$ cat config.mk
export PLATFORM = sky130hd
export DESIGN_NAME = gpio_pad_ctrl
export DESIGN_NICKNAME = d
export VERILOG_FILES = /design/src/rtl/gpio_pad_ctrl.sv
export SDC_FILE = /design/constraint.sdc
export NUM_CORES = 1
export LEC_CHECK = 0
export ABC_CLOCK_PERIOD_IN_PS = 3900
export BUFFER_PORTS_ARGS = -buffer_cell sky130_fd_sc_hd__buf_2
export CAP_MARGIN = 30
export CORE_MARGIN = 3
export CORE_UTILIZATION = 44
export DETAILED_ROUTE_END_ITERATION = 10
export GPL_TIMING_DRIVEN = 0
export HOLD_SLACK_MARGIN = 0.15
export PLACE_DENSITY = 0.91
export SLEW_MARGIN = 20
export SYNTH_ARGS = -nofsm -noshare
export SYNTH_HDL_FRONTEND = slang
export SYNTH_SLANG_ARGS = --single-unit
$ cat constraint.sdc
create_clock -name clk_i -period 3.9 [get_ports clk_i]
set_clock_uncertainty 0.2 [all_clocks]
set_input_delay 0.78 -clock clk_i [delete_from_list [all_inputs] [get_ports clk_i]]
set_output_delay 0.78 -clock clk_i [all_outputs]
set_load 0.01 [all_outputs]
$ cat src/rtl/gpio_pad_ctrl.sv
// GPIO pad bank controller: registered push-pull/open-drain drive, synchronized,
// debounced (GPIO_PAD_CTRL_DEBOUNCE_EN) and edge-detected input with irq pending bits.
module gpio_pad_ctrl #(
    parameter int NUM_PINS    = 8,
    parameter int SYNC_STAGES = 2,
    parameter int DEB_W       = 8
) (
    input  logic                clk_i,
    input  logic                rst_i,
    input  logic [NUM_PINS-1:0] dir_i,
    input  logic [NUM_PINS-1:0] od_i,
    input  logic [NUM_PINS-1:0] out_i,
    input  logic [DEB_W-1:0]    deb_lim_i,
    input  logic [NUM_PINS-1:0] irq_en_i,
    input  logic [NUM_PINS-1:0] irq_rise_i,
    input  logic [NUM_PINS-1:0] irq_fall_i,
    input  logic [NUM_PINS-1:0] irq_clr_i,
    input  logic [NUM_PINS-1:0] pad_p2c_i,
    output logic [NUM_PINS-1:0] pad_c2p_o,
    output logic [NUM_PINS-1:0] pad_c2p_en_o,
    output logic [NUM_PINS-1:0] in_o,
    output logic [NUM_PINS-1:0] rise_o,
    output logic [NUM_PINS-1:0] fall_o,
    output logic [NUM_PINS-1:0] irq_pend_o,
    output logic                irq_o
);

    logic [NUM_PINS-1:0] r_c2p;
    logic [NUM_PINS-1:0] r_c2p_en;
    logic [NUM_PINS-1:0] r_sync [SYNC_STAGES];
    logic [NUM_PINS-1:0] w_sync;
    logic [NUM_PINS-1:0] r_stable;
    logic [NUM_PINS-1:0] r_prev;
    logic [NUM_PINS-1:0] r_pend;
    logic [NUM_PINS-1:0] w_rise;
    logic [NUM_PINS-1:0] w_fall;
    logic [NUM_PINS-1:0] w_set;

    // Open-drain only ever drives low; a 1 releases the pad.
    always_ff @(posedge clk_i or posedge rst_i) begin
        if (rst_i) begin
            r_c2p    <= '0;
            r_c2p_en <= '0;
        end else begin
            r_c2p    <= dir_i & ~od_i & out_i;
            r_c2p_en <= dir_i & ~(od_i & out_i);
        end
    end

    always_ff @(posedge clk_i or posedge rst_i) begin
        if (rst_i) begin
            for (int s = 0; s < SYNC_STAGES; s++) begin
                r_sync[s] <= '0;
            end
        end else begin
            r_sync[0] <= pad_p2c_i;
            for (int s = 1; s < SYNC_STAGES; s++) begin
                r_sync[s] <= r_sync[s-1];
            end
        end
    end

    assign w_sync = r_sync[SYNC_STAGES-1];

`ifdef GPIO_PAD_CTRL_DEBOUNCE_EN
    logic [DEB_W-1:0] r_cnt [NUM_PINS];

    // Any return of sync to stable restarts the count from zero.
    always_ff @(posedge clk_i or posedge rst_i) begin
        if (rst_i) begin
            r_stable <= '0;
            for (int p = 0; p < NUM_PINS; p++) begin
                r_cnt[p] <= '0;
            end
        end else begin
            for (int p = 0; p < NUM_PINS; p++) begin
                if (w_sync[p] == r_stable[p]) begin
                    r_cnt[p] <= '0;
                end else if (r_cnt[p] == deb_lim_i) begin
                    r_stable[p] <= w_sync[p];
                    r_cnt[p]    <= '0;
                end else begin
                    r_cnt[p] <= r_cnt[p] + 1'b1;
                end
            end
        end
    end
`else
    logic w_unused_deb;

    assign w_unused_deb = ^deb_lim_i;

    always_ff @(posedge clk_i or posedge rst_i) begin
        if (rst_i) begin
            r_stable <= '0;
        end else begin
            r_stable <= w_sync;
        end
    end
`endif

    assign w_rise = r_stable & ~r_prev;
    assign w_fall = ~r_stable & r_prev;
    assign w_set  = (w_rise & irq_rise_i) | (w_fall & irq_fall_i);

    // A new edge outranks a simultaneous clear.
    always_ff @(posedge clk_i or posedge rst_i) begin
        if (rst_i) begin
            r_prev <= '0;
            r_pend <= '0;
        end else begin
            r_prev <= r_stable;
            r_pend <= (r_pend & ~irq_clr_i) | w_set;
        end
    end

    assign pad_c2p_o    = r_c2p;
    assign pad_c2p_en_o = r_c2p_en;
    assign in_o         = r_stable;
    assign rise_o       = w_rise;
    assign fall_o       = w_fall;
    assign irq_pend_o   = r_pend;
    assign irq_o        = |(r_pend & irq_en_i);

endmodule
==> flow_metrics.tcl <==
set metrics [dict create \
    status "complete, no violations" \
    cp-start-kind "input port" \
    routabilityCongestion 0.716 \
    start_util_pct 47.8 \
    htreeDepth 2 \
    p_leak_nw 1.42 \
    final_core_util_pct 67.9 \
    drtPass1Iterations 2 \
    grt_pass1_vias 1468 \
    cpMostUsedCell "buf_2" \
    coreArea_um2 3830 \
    grt_max_degree 32 \
    grt_pass1_wl_mm 6.45 \
    worst_pin_slew_ns 0.654 \
    num_antenna_cells 0 \
    rsz0062_at_grt "no" \
    syn-num-nets 185 \
    fp.dieW_um 70.5 \
    viasPerCell 4.80 \
    slew_headroom_pct 56.3 \
    finalSetupViolations 0 \
    hp-class "flip-flop to flip-flop" \
    end_kind "output port" \
    clk_latency_ns 0.29 \
    post_drt_wl_per_cell_um 13.3 \
    fmax_mhz 427 \
    final_layout_size_suffix_gt1_share_pct 56.0 \
    place_hpwl_mm 3.06 \
    powerDensity_nw_per_um2 431 \
    reg2reg_slack_ns 2.66 \
    worst-path-buf-inv 2 \
    wl_mm 3.74 \
    ys_warn_count 0 \
    drc 0 \
    antenna_found_initial 0 \
    vias 1355 \
    cts_tree "yes" \
    clk_pin_slew_ns 0.08 \
    synth_cells 111 \
    slowest_delay_ns 0.23 \
    clock-sinks 56 \
    worstSetupPathType "input port to output port" \
    max_cap_viol_count 0 \
    period_share_pct 60.0 \
    setup_ws_ns 1.56 \
    syn_area_per_cell_um2 16.5 \
    netlist_area_um2 1830 \
    crit_chain "buf_2 > a22oi_1 > nand4_1 > buf_2" \
    rows 22 \
    vdd_drop_max_v 0.000323 \
    portBuffers 114 \
    drtIter0Drc 34 \
    required_ns 2.92 \
    ant_nets 0 \
    critPathTopFamily "buffers and inverters" \
    root_buffer "clkbuf_8" \
    cts_resized 0 \
    cts_buffers 5 \
    pre_cts_ws_ns 1.52 \
    ys_ff_latch 56 \
    die_y_um 70.5 \
    setup_tns_ns 0 \
    synth_cell_types 12 \
    arrival_ns 1.36 \
    ios 123 \
    cts_hold_buf 0 \
    dieArea_um2 4970 \
    period_minus_slack_ns 2.34 \
    stdcell_area_um2 2600 \
    seq_area_frac_synth_pct 76.6 \
    postCtsSetupBuffers 0 \
    layout.nets 307 \
    grt_use_total_pct 16.9 \
    finalPower_mw 1.12 \
    final_hold_viol_count 0 \
    placed_area_um2 2490 \
    grt_overflow 0 \
    area_delta_synth_final_pct 41.8 \
    slowest_stage "a22oi_1" \
    slew_violations 0 \
    clk_path_buf_depth 2 \
    critPathMaxFanout 1 \
]
==> placed cells by master (no fill, tap or decap) <==
cell type    n
dfrtp_1     56
buf_16       1
clkinv_2     1
bufinv_16    1
nand4_1      1
and2b_1      8
inv_2        1
a22oi_1      4
nor2b_2      8
and3b_1      7
nor2_1       1
buf_2      114
clkbuf_8     5
nand2_1      1
a21boi_0     8
clkbuf_1     1
nor2b_1      8
a221o_1      8
==> Yosys cell counts <==
master    instances  area share [%]
a22oi_1           4             1.6
dfrtp_1          56              77
nor2_1            1            0.20
nor2b_2           8             3.8
and3b_1           7             3.3
nand4_1           1            0.34
inv_1             1            0.20
a221o_1           8             4.4
nor2b_1           8             2.7
nand2_1           1            0.20
and2b_1           8             3.3
a21boi_0          8             3.3
==> per-layer routing <==
layer,vias up,track usage [%],part of all wire (%)
met1,634,17.9,34
met2,80,27.3,49
met3,4,10.1,16
li1,637,-,-
met4,0,6.81,1.3
met5,-,0,0
==> cell type report <==
| class | count | area, um^2 |
|---|---|---|
| multi-input combinational | 54 | 425 |
| tap | 48 | 60.1 |
| inverter | 1 | 3.75 |
| fill | 290 | 1230 |
| sequential | 56 | 1400 |
| timing repair buffer | 115 | 598 |
| clock inverter | 2 | 35.0 |
| clock buffer | 6 | 72.6 |
==> sequential cells by signal, summed over array words and instances (netlist names) <==
| register | count |
|---|---|
| in_o | 8 |
| r_sync | 8 |
| w_sync | 8 |
| irq_pend_o | 8 |
| r_prev | 8 |
| pad_c2p_o | 8 |
| pad_c2p_en_o | 8 |
==> worst paths after layout <==
path                             start              end  cells after the start
hold / removal               w_sync[0]          in_o[0]                      0
setup reg to reg               in_o[1]    irq_pend_o[1]                      2
hold reg to reg              w_sync[0]          in_o[0]                      0
min in group asynchronous        rst_i  pad_c2p_en_o[3]                      2
max in group asynchronous        rst_i    irq_pend_o[4]                      3
setup / recovery           irq_en_i[2]            irq_o                      4
==> per-stage QoR <==
step	cells	hold slack, ns
finish	282	0.152
detailed placement	274	0.135
floorplan	111	0.131
global route	282	0.158
CTS	282	0.151
global placement	273	0.132
==> report_power, final <==
group	internal, mW	switching (mW)	leakage, nW
sequential	0.614	0.0166	0.677
combinational	0.0705	0.0630	0.690
clock	0.191	0.164	0.0552
==> kinds of logic (layout without fill, tap and decap cells) <==
kind of cell	after synthesis	count (layout)	synth area share, %
AO/OA/AOI/OAI	20	20	9.30
buffers and inverters	1	124	0.205
flip-flops	56	56	76.6
AND/OR/NAND/NOR	34	34	13.9
Power figures use the tool's default switching activity.
